$ cat src/rtl/fibo_pkg.sv
// Shared types for the Fibonacci stream generator.
// Overflow policy and FSM state encodings.
package fibo_pkg;

    typedef enum logic [1:0] {
        FIBO_WRAP,
        FIBO_SAT,
        FIBO_STOP
    } fibo_mode_e;

    typedef enum logic [1:0] {
        ST_IDLE,
        ST_RUN,
        ST_LAST,
        ST_DONE
    } fibo_state_e;

    function automatic fibo_mode_e to_mode(input int m);
        case (m)
            1:       return FIBO_SAT;
            2:       return FIBO_STOP;
            default: return FIBO_WRAP;
        endcase
    endfunction

endpackage

$ cat src/rtl/fibo_step.sv
// One Fibonacci advance: adder plus overflow policy mux.
// Purely combinational; the caller owns all state.
module fibo_step
    import fibo_pkg::*;
#(
    parameter int WIDTH = 8
) (
    input  logic [WIDTH-1:0] a,
    input  logic [WIDTH-1:0] b,
    input  fibo_mode_e       mode,
    output logic [WIDTH-1:0] next_b,
    output logic             carry
);

    logic [WIDTH:0] sum;

    assign sum   = {1'b0, a} + {1'b0, b};
    assign carry = sum[WIDTH];

    always_comb begin
        next_b = sum[WIDTH-1:0];
        if (carry) begin
            unique case (mode)
                FIBO_WRAP: next_b = sum[WIDTH-1:0];
                FIBO_SAT:  next_b = '1;
                FIBO_STOP: next_b = b;
                default:   next_b = sum[WIDTH-1:0];
            endcase
        end
    end

endmodule

$ cat src/rtl/fibo_stream_gen.sv
// Parametrised Fibonacci term source with valid/ready output,
// selectable overflow policy, runtime seeds and term counter.
module fibo_stream_gen
    import fibo_pkg::*;
#(
    parameter int               WIDTH  = 8,
    parameter int               CNT_W  = 16,
    parameter logic [WIDTH-1:0] SEED_A = '0,
    parameter logic [WIDTH-1:0] SEED_B = WIDTH'(1),
    parameter int               MODE   = 0
) (
    input  logic             clk,
    input  logic             rst,
    input  logic             en_i,
    input  logic             clear_i,
    input  logic             load_i,
    input  logic [WIDTH-1:0] seed_a_i,
    input  logic [WIDTH-1:0] seed_b_i,
    output logic [WIDTH-1:0] out_data_o,
    output logic             out_valid_o,
    input  logic             out_ready_i,
    output logic             ovf_o,
    output logic [CNT_W-1:0] term_cnt_o,
    output logic             done_o
);

    localparam fibo_mode_e MODE_E = to_mode(MODE);

    fibo_state_e      state;
    logic [WIDTH-1:0] a;
    logic [WIDTH-1:0] b;
    logic [WIDTH-1:0] next_b;
    logic             carry;
    logic             hs;

    fibo_step #(.WIDTH(WIDTH)) u_step (
        .a      (a),
        .b      (b),
        .mode   (MODE_E),
        .next_b (next_b),
        .carry  (carry)
    );

    assign out_valid_o = en_i && (state == ST_RUN || state == ST_LAST);
    assign hs          = out_valid_o && out_ready_i;
    assign out_data_o  = a;

    always_ff @(posedge clk or posedge rst) begin
        if (rst) begin
            a          <= SEED_A;
            b          <= SEED_B;
            state      <= ST_IDLE;
            ovf_o      <= 1'b0;
            term_cnt_o <= '0;
            done_o     <= 1'b0;
        end else if (clear_i) begin
            a          <= SEED_A;
            b          <= SEED_B;
            state      <= ST_IDLE;
            ovf_o      <= 1'b0;
            term_cnt_o <= '0;
            done_o     <= 1'b0;
        end else begin
            if (hs) begin
                term_cnt_o <= term_cnt_o + CNT_W'(1);
            end
            // A same-cycle load still consumes the presented term above.
            if (load_i) begin
                a      <= seed_a_i;
                b      <= seed_b_i;
                state  <= ST_RUN;
                done_o <= 1'b0;
            end else if (en_i) begin
                unique case (state)
                    ST_IDLE: state <= ST_RUN;
                    ST_RUN: begin
                        if (hs) begin
                            a <= b;
                            b <= next_b;
                            if (carry) begin
                                ovf_o <= 1'b1;
                                if (MODE_E == FIBO_STOP) begin
                                    state <= ST_LAST;
                                end
                            end
                        end
                    end
                    ST_LAST: begin
                        if (hs) begin
                            state  <= ST_DONE;
                            done_o <= 1'b1;
                        end
                    end
                    ST_DONE: state <= ST_DONE;
                    default: state <= ST_IDLE;
                endcase
            end
        end
    end

endmodule

$ cat config.mk
export PLATFORM = sky130hd
export DESIGN_NAME = fibo_stream_gen
export DESIGN_NICKNAME = d
export VERILOG_FILES = /design/src/rtl/fibo_pkg.sv /design/src/rtl/fibo_step.sv /design/src/rtl/fibo_stream_gen.sv
export SDC_FILE = /design/constraint.sdc
export NUM_CORES = 1
export LEC_CHECK = 0
export BUFFER_PORTS_ARGS = -buffer_cell sky130_fd_sc_hd__buf_2
export CELL_PAD_IN_SITES_DETAIL_PLACEMENT = 1
export CELL_PAD_IN_SITES_GLOBAL_PLACEMENT = 2
export CORE_MARGIN = 2
export CORE_UTILIZATION = 29
export DETAILED_ROUTE_END_ITERATION = 10
export PLACE_DENSITY = 0.79
export SLEW_MARGIN = 20
export SYNTH_ARGS = -nofsm -noshare
export SYNTH_HDL_FRONTEND = slang
export SYNTH_SLANG_ARGS = --single-unit
$ cat constraint.sdc
create_clock -name clk -period 2 [get_ports clk]
set_clock_uncertainty 0.2 [all_clocks]
set_input_delay 0.2 -clock clk [delete_from_list [all_inputs] [get_ports clk]]
set_output_delay 0.2 -clock clk [all_outputs]
set_load 0.02 [all_outputs]
# Word-level counts from Yosys, hierarchy flattened

Cells that the tools add are included.

Flip-flop bits (word level): 36
Bits in latches: 0
Bits in writable memories: 0
Memory bits (read-only): 0
Input port bits: 22
Output and inout bits: 27
Logic and storage cells: 58
Memories kept: 0

Add/subtract/negate cells: 2
Multipliers: 0
Div/mod/pow operators: 0
Magnitude comparators: 0
Equality and inequality tests: 5
Shifts and indexed selects: 0
Mux-type cells: 28
Bitwise logic cells: 0
Reduce and logical (&&, ||, !) cells: 17

Operator list:

| kind                                           | number |
|---|---|
| two-way mux 8 bit                              | 10 |
| two-way mux 16 bit                             | 2 |
| adder 16 x 1 -> 16 bit (second input constant) | 1 |
| nonzero test 3 bit                             | 4 |
| two-way mux 1 bit                              | 11 |
| adder 8 x 8 -> 9 bit                           | 1 |
| AND reduction 3 bit                            | 3 |
| two-way mux 2 bit                              | 4 |
| nonzero test 2 bit                             | 4 |
| one-hot mux 2 bit (3 select lines)             | 1 |
| AND reduction 5 bit                            | 1 |
| nonzero test 5 bit                             | 1 |
| == test 2 bit (second input constant)          | 2 |
| != test 4 bit (second input constant)          | 1 |
| == test 2 x 1 -> 1 bit (second input constant) | 1 |
| logical AND 1 bit                              | 2 |
| zero test 2 bit                                | 1 |
| != test 2 bit (second input constant)          | 1 |
| logical OR 1 bit                               | 1 |

# Depth between registers and ports, before layout

Depth in word-level cells: 9
Depth in mapped cells: 10
Gate-level depth less buffers: 8

# Hierarchy

Synthesis repeated with hierarchy kept, for this count alone.

Cell total of the unflattened synthesis: 248
Area total of the unflattened synthesis: 2308.5 um2

Modules (own cells, without submodules):

| module          | instances | cells each | area each (um2) | seq. area each (um2) |
|---|---|---|---|---|
| fibo_stream_gen | 1         | 184        | 1804.2          | 902.1 |
| fibo_step       | 1         | 64         | 504.2           | 0.0 |

# Worst setup path before layout

Ideal clock, no wire load.

Path type: register to register
Start point: reg b[0]
End point: reg ovf_o
Setup time: 94 ps
Arrival time: 1810 ps
Data required time: 1706 ps
Slack: -104 ps
Cell stages (with the launch flop): 9
Buffers on the path: 0
Clock period less this slack: 2104 ps
Cells stage by stage: dfstp_2 > ha_1 > inv_1 > fa_1 > nor2b_1 > o31a_1 > o21a_1 > o21ai_0 > a211oi_1

Longest elaborated chain between the ends: 3

RTL lines:

| what                          | line                  | RTL |
|---|---|---|
| from (decl)                   | fibo_stream_gen.sv:31 | `logic [WIDTH-1:0] b;` |
| from (signal assigned)        | fibo_stream_gen.sv:70 | `b <= seed_b_i;` |
| from (signal assigned)        | fibo_stream_gen.sv:79 | `b <= next_b;` |
| adder 8 x 8 -> 9 bit          | fibo_step.sv:17       | `assign sum = {1'b0, a} + {1'b0, b};` |
| nonzero test 2 bit (no line)  | -                     |  |
| AND reduction 5 bit (no line) | -                     |  |
| to (signal assigned)          | fibo_stream_gen.sv:53 | `ovf_o <= 1'b0;` |
| to (signal assigned)          | fibo_stream_gen.sv:60 | `ovf_o <= 1'b0;` |
| to (signal assigned)          | fibo_stream_gen.sv:81 | `ovf_o <= 1'b1;` |
| to (decl)                     | fibo_stream_gen.sv:22 | `output logic ovf_o,` |

Every way passes these cells.
A chain may end at the register's enable or synchronous reset.

# Final worst setup path

Start point: reg b[0]
End point: reg b[6]

Longest elaborated chain between the ends: 6

RTL lines:

| what                 | line                  | RTL |
|---|---|---|
| adder 8 x 8 -> 9 bit | fibo_step.sv:17       |  |
| two-way mux 8 bit    | fibo_stream_gen.sv:77 | `if (hs) begin` |
| two-way mux 8 bit    | fibo_stream_gen.sv:74 | `unique case (state)` |
| two-way mux 8 bit    | fibo_stream_gen.sv:73 | `end else if (en_i) begin` |
| two-way mux 8 bit    | fibo_stream_gen.sv:68 | `if (load_i) begin` |
| two-way mux 8 bit    | fibo_stream_gen.sv:56 | `end else if (clear_i) begin` |

Every way passes these cells. The select of a mux whose other input is x is not followed.

==> Flow_metrics.wiki <==
{| class="wikitable"
! Metric !! Value
|-
| Worst hold path class || input port to register
|-
| Vertical extent of the die || 89.97 µm
|-
| Die X-Extent || 89.97 µm
|-
| Synth area leader || sky130_fd_sc_hd__dfrtp_1
|-
| Number of global-route vias before repair || 2156
|-
| WHS Endpoint || out_data_o[5]
|-
| Share of Yosys cell area claimed by the top area cell type || 40.86%
|-
| Total length of routed wires || 5967 µm
|-
| Buffer type at the clock tree root || sky130_fd_sc_hd__clkbuf_8
|-
| Portion of total power attributed to the clock network || 33.4%
|-
| Syn Nets || 264
|-
| Register-to-register setup slack || -0.18 ns
|-
| Origin of the worst min-delay path || seed_a_i[5]
|-
| Setup violation total in the final timing report || 4
|-
| Growth of design area from synthesis to finish || 38.18%
|-
| Number of violations of the max-capacitance limit || 0
|-
| Drc violations || 0
|-
| Total number of nets in the final design || 348
|-
| Initial drt markers || 36
|-
| RR Endpoint || b[6]
|-
| Unique masters post-synth || 40
|-
| Yosys warnings || 0
|-
| Count of cell instances traversed by the critical path || 9
|-
| Power share of the sequential group || 41.7%
|-
| Remaining Overflow, GRT || 0
|-
| Instance count after placement with tap cells included || 396
|-
| Final Slew Violations || 0
|-
| Final weighted congestion of routability-driven global placement || 0.7917
|-
| Internal power || 1.363 mW
|-
| Highest clock frequency the design can meet || 458.9 MHz
|-
| Worst relative slew slack || 67.98%
|-
| Wire length of the first global-routing pass || 10300 µm
|-
| Worst setup slack after placement || -0.1908 ns
|-
| Pin count of the biggest net entering global routing || 37
|-
| Top-level port count || 49
|-
| Global-route usage over all layers || 15.50%
|-
| Largest stage delay on the critical path || 0.56 ns
|-
| Unrepaired setup endpoints after global routing || yes
|-
| Number of cell instances on the worst register-to-register path || 9
|-
| Required time at the endpoint of the critical path || 2.04 ns
|-
| Worst hold path stage count || 3
|-
| Worst IR drop on VDD || 316.5 µV
|-
| 1st-pass router iterations || 3
|-
| Netlist area before placement || 2143 µm²
|-
| Origin of the worst setup path || b[0]
|-
| Antenna Diode Count || 0
|-
| Worst-margin pin slew || 0.4803 ns
|-
| Start of the worst register-to-register path || b[0]
|-
| Max Buffers Root-to-Sink || 2
|-
| Pwr Density || 646.3 nW/µm²
|-
| Finished Layout Cells || 412
|-
| Critical path, cell by cell || ha_4, inv_2, fa_2, nor2b_4, o31a_1, buf_4, o2111ai_1, o31ai_1, o22a_1
|-
| Share of synthesized flip-flops with an asynchronous set or reset || 100.0%
|-
| Switching portion of total power || 28.80%
|-
| Final Hold Vio Count || 0
|-
| Total half-perimeter wirelength after legalization and detailed placement || 4339 µm
|-
| Static leakage || 1.444 nW
|-
| Standard-cell rows || 31
|-
| DRT antenna net count || 0
|-
| Run status || finished, violations left
|-
| Post-route setup slack || -0.1793 ns
|-
| Core region area || 7214 µm²
|-
| Type of element capturing the critical path || register
|-
| Fraction of layout instances using a drive strength above 1 || 36.42%
|-
| Design area || 2962 µm²
|-
| Number of enable-type register cells in the synthesized netlist || 0
|-
| Critical path class || register to register
|-
| Total number of H-tree levels || 2
|-
| Clock buffers created by TritonCTS || 5
|-
| Kind of start point of the critical path || register
|-
| Comb power frac || 24.8%
|-
| Clk pin slew, worst setup/hold paths || 0.08 ns
|-
| Overall power after layout || 1.914 mW
|-
| Filler Cells Inserted || 881
|-
| Cell at the slowest stage of the critical path || sky130_fd_sc_hd__dfstp_2
|-
| Setup_tns || -0.5185 ns
|-
| Data arrival time of the critical path || 2.21 ns
|-
| Number of synthesized register bits || 36
|-
| Port Buffer Count || 48
|-
| Utilization after layout || 41.05%
|-
| Wire length per cell after detailed routing || 14.48 µm
|-
| Effective utilization at floorplan || 29.71%
|-
| Share of synthesized area occupied by flip-flops and latches || 42.09%
|-
| Antenna violations before repair || 0
|-
| Failing checks || setup timing
|-
| Post-Place Cell Area || 2721 µm²
|-
| Largest cells by area after synthesis || sky130_fd_sc_hd__dfrtp_1, sky130_fd_sc_hd__ha_1, sky130_fd_sc_hd__xor2_1
|-
| Vias post-DR || 1991
|-
| Critical path peak fanout || 4
|-
| Total die area || 8095 µm²
|-
| Final hold slack || 0.04736 ns
|-
| Final clock period utilization by the worst path || 109.0%
|-
| Net switching power || 551.3 µW
|-
| Syn Area/Cell || 9.400 µm²
|-
| Insertion delay to the later sink of the worst-skew pair || 0.29 ns
|-
| Gate count after technology mapping || 228
|-
| Post-detailed-route via-to-cell ratio || 4.833
|-
| Num Clock Sinks || 36
|-
| Most frequent cell after synthesis || sky130_fd_sc_hd__dfrtp_1
|-
| Critical path buffers and inverters || 2
|-
| Synth cell count leaders || sky130_fd_sc_hd__dfrtp_1, sky130_fd_sc_hd__nor2_1, sky130_fd_sc_hd__nand2_1
|-
| Predominant post-synthesis flop cell || sky130_fd_sc_hd__dfrtp_1
|-
| TritonCTS clock tree || built
|-
| Worst path top cell family by delay || flip-flops
|-
| Clock period minus worst slack || 2.179 ns
|}
layout by cell type (no fill, tap or decap), drive strengths merged, types with 2 or more instances in the layout:
cell type    synthesis  final
o21a                 2      2
nand2               20     20
xor2                12     12
ha                  13     13
mux2i               10     10
clkbuf               7      6
nand3b               2      2
inv                 10     10
o21ai               12     12
nand3                4      4
a21oi               14     14
or3                  5      5
nor2                26     26
o22a                 2      2
o31a                 2      2
xnor2                2      2
buf                  4     86
o31ai               11     11
nor3                 6      6
a211oi               4      4
a2111oi              2      2
nand4                5      5
dfrtp               35     35
and3                 5      5
dlygate4sd3          0      2
nor2b                3      3
power groups by stage:
stage	Combinational, mW	Clock (mW)	Sequential, mW
global route	0.535	0.697	0.804
finish	0.475	0.640	0.799
floorplan	0.234	0	0.830
CTS	0.453	0.671	0.799
detailed placement	0.433	0	0.813
global placement	0.423	0	0.811
state kept, by name, indices dropped and copies added (netlist names):
| name | cells |
|---|---|
| ovf_o | 1 |
| b | 8 |
| term_cnt_o | 16 |
| done_o | 1 |
| state | 2 |
| out_data_o | 8 |
kinds of logic (layout without fill, tap and decap cells):
family	count (synthesis)	after routing	synth area share, %
AO/OA/AOI/OAI	52	52	15.88
buffers and inverters	21	106	4.028
XOR/XNOR	14	14	5.721
multiplexers	10	10	4.670
flip-flops	36	36	42.09
adder cells (fa/ha/maj)	14	14	8.523
AND/OR/NAND/NOR	81	81	19.09
cell type report:
type	instances	area (µm²)	area share (%)
multi-input combinational	171	1244	41.99
clock inverter	2	35.03	1.183
inverter	10	37.54	1.267
clock buffer	6	72.57	2.450
sequential	36	903.4	30.50
tap	99	123.9	4.183
timing repair buffer	88	545.5	18.42
worst register-to-register path: cells and delay by family (launching register included):
kind	cells	cell delay (ns)
buf+inv	2	0.16
flops	1	0.56
compound gates	4	0.55
simple gates	1	0.14
fa+ha+maj	2	0.48
layer usage:
| metal | track usage (%) | vias up | wire (µm) |
|---|---|---|---|
| met4 | 3.846 | 0 | 59 |
| met3 | 3.185 | 6 | 193 |
| met1 | 18.77 | 978 | 2432 |
| met2 | 28.16 | 36 | 3280 |
| met5 | 0 | - | 0 |
| li1 | - | 971 | - |
how the worst max path moves through the flow:
stage	endpoint	slack, ns
4_1_cts	ovf_o	-0.15
6_report	b[6]	-0.18
5_1_grt	ovf_o	-0.25
2_1_floorplan	ovf_o	-0.05
3_3_place_gp	ovf_o	-0.13
3_5_place_dp	ovf_o	-0.19
timing repair:
item / 4_1_cts / 5_1_grt
hold buffers: 2 / 0
gates cloned: 0 / 0
hold endpoints to repair: 36 / 0
pin swaps: 8 / 13
setup buffers: 3 / 3
gates resized for setup: 6 / 15
setup endpoints to repair: 18 / 20
Note: power is estimated with default switching activity, not from simulation.
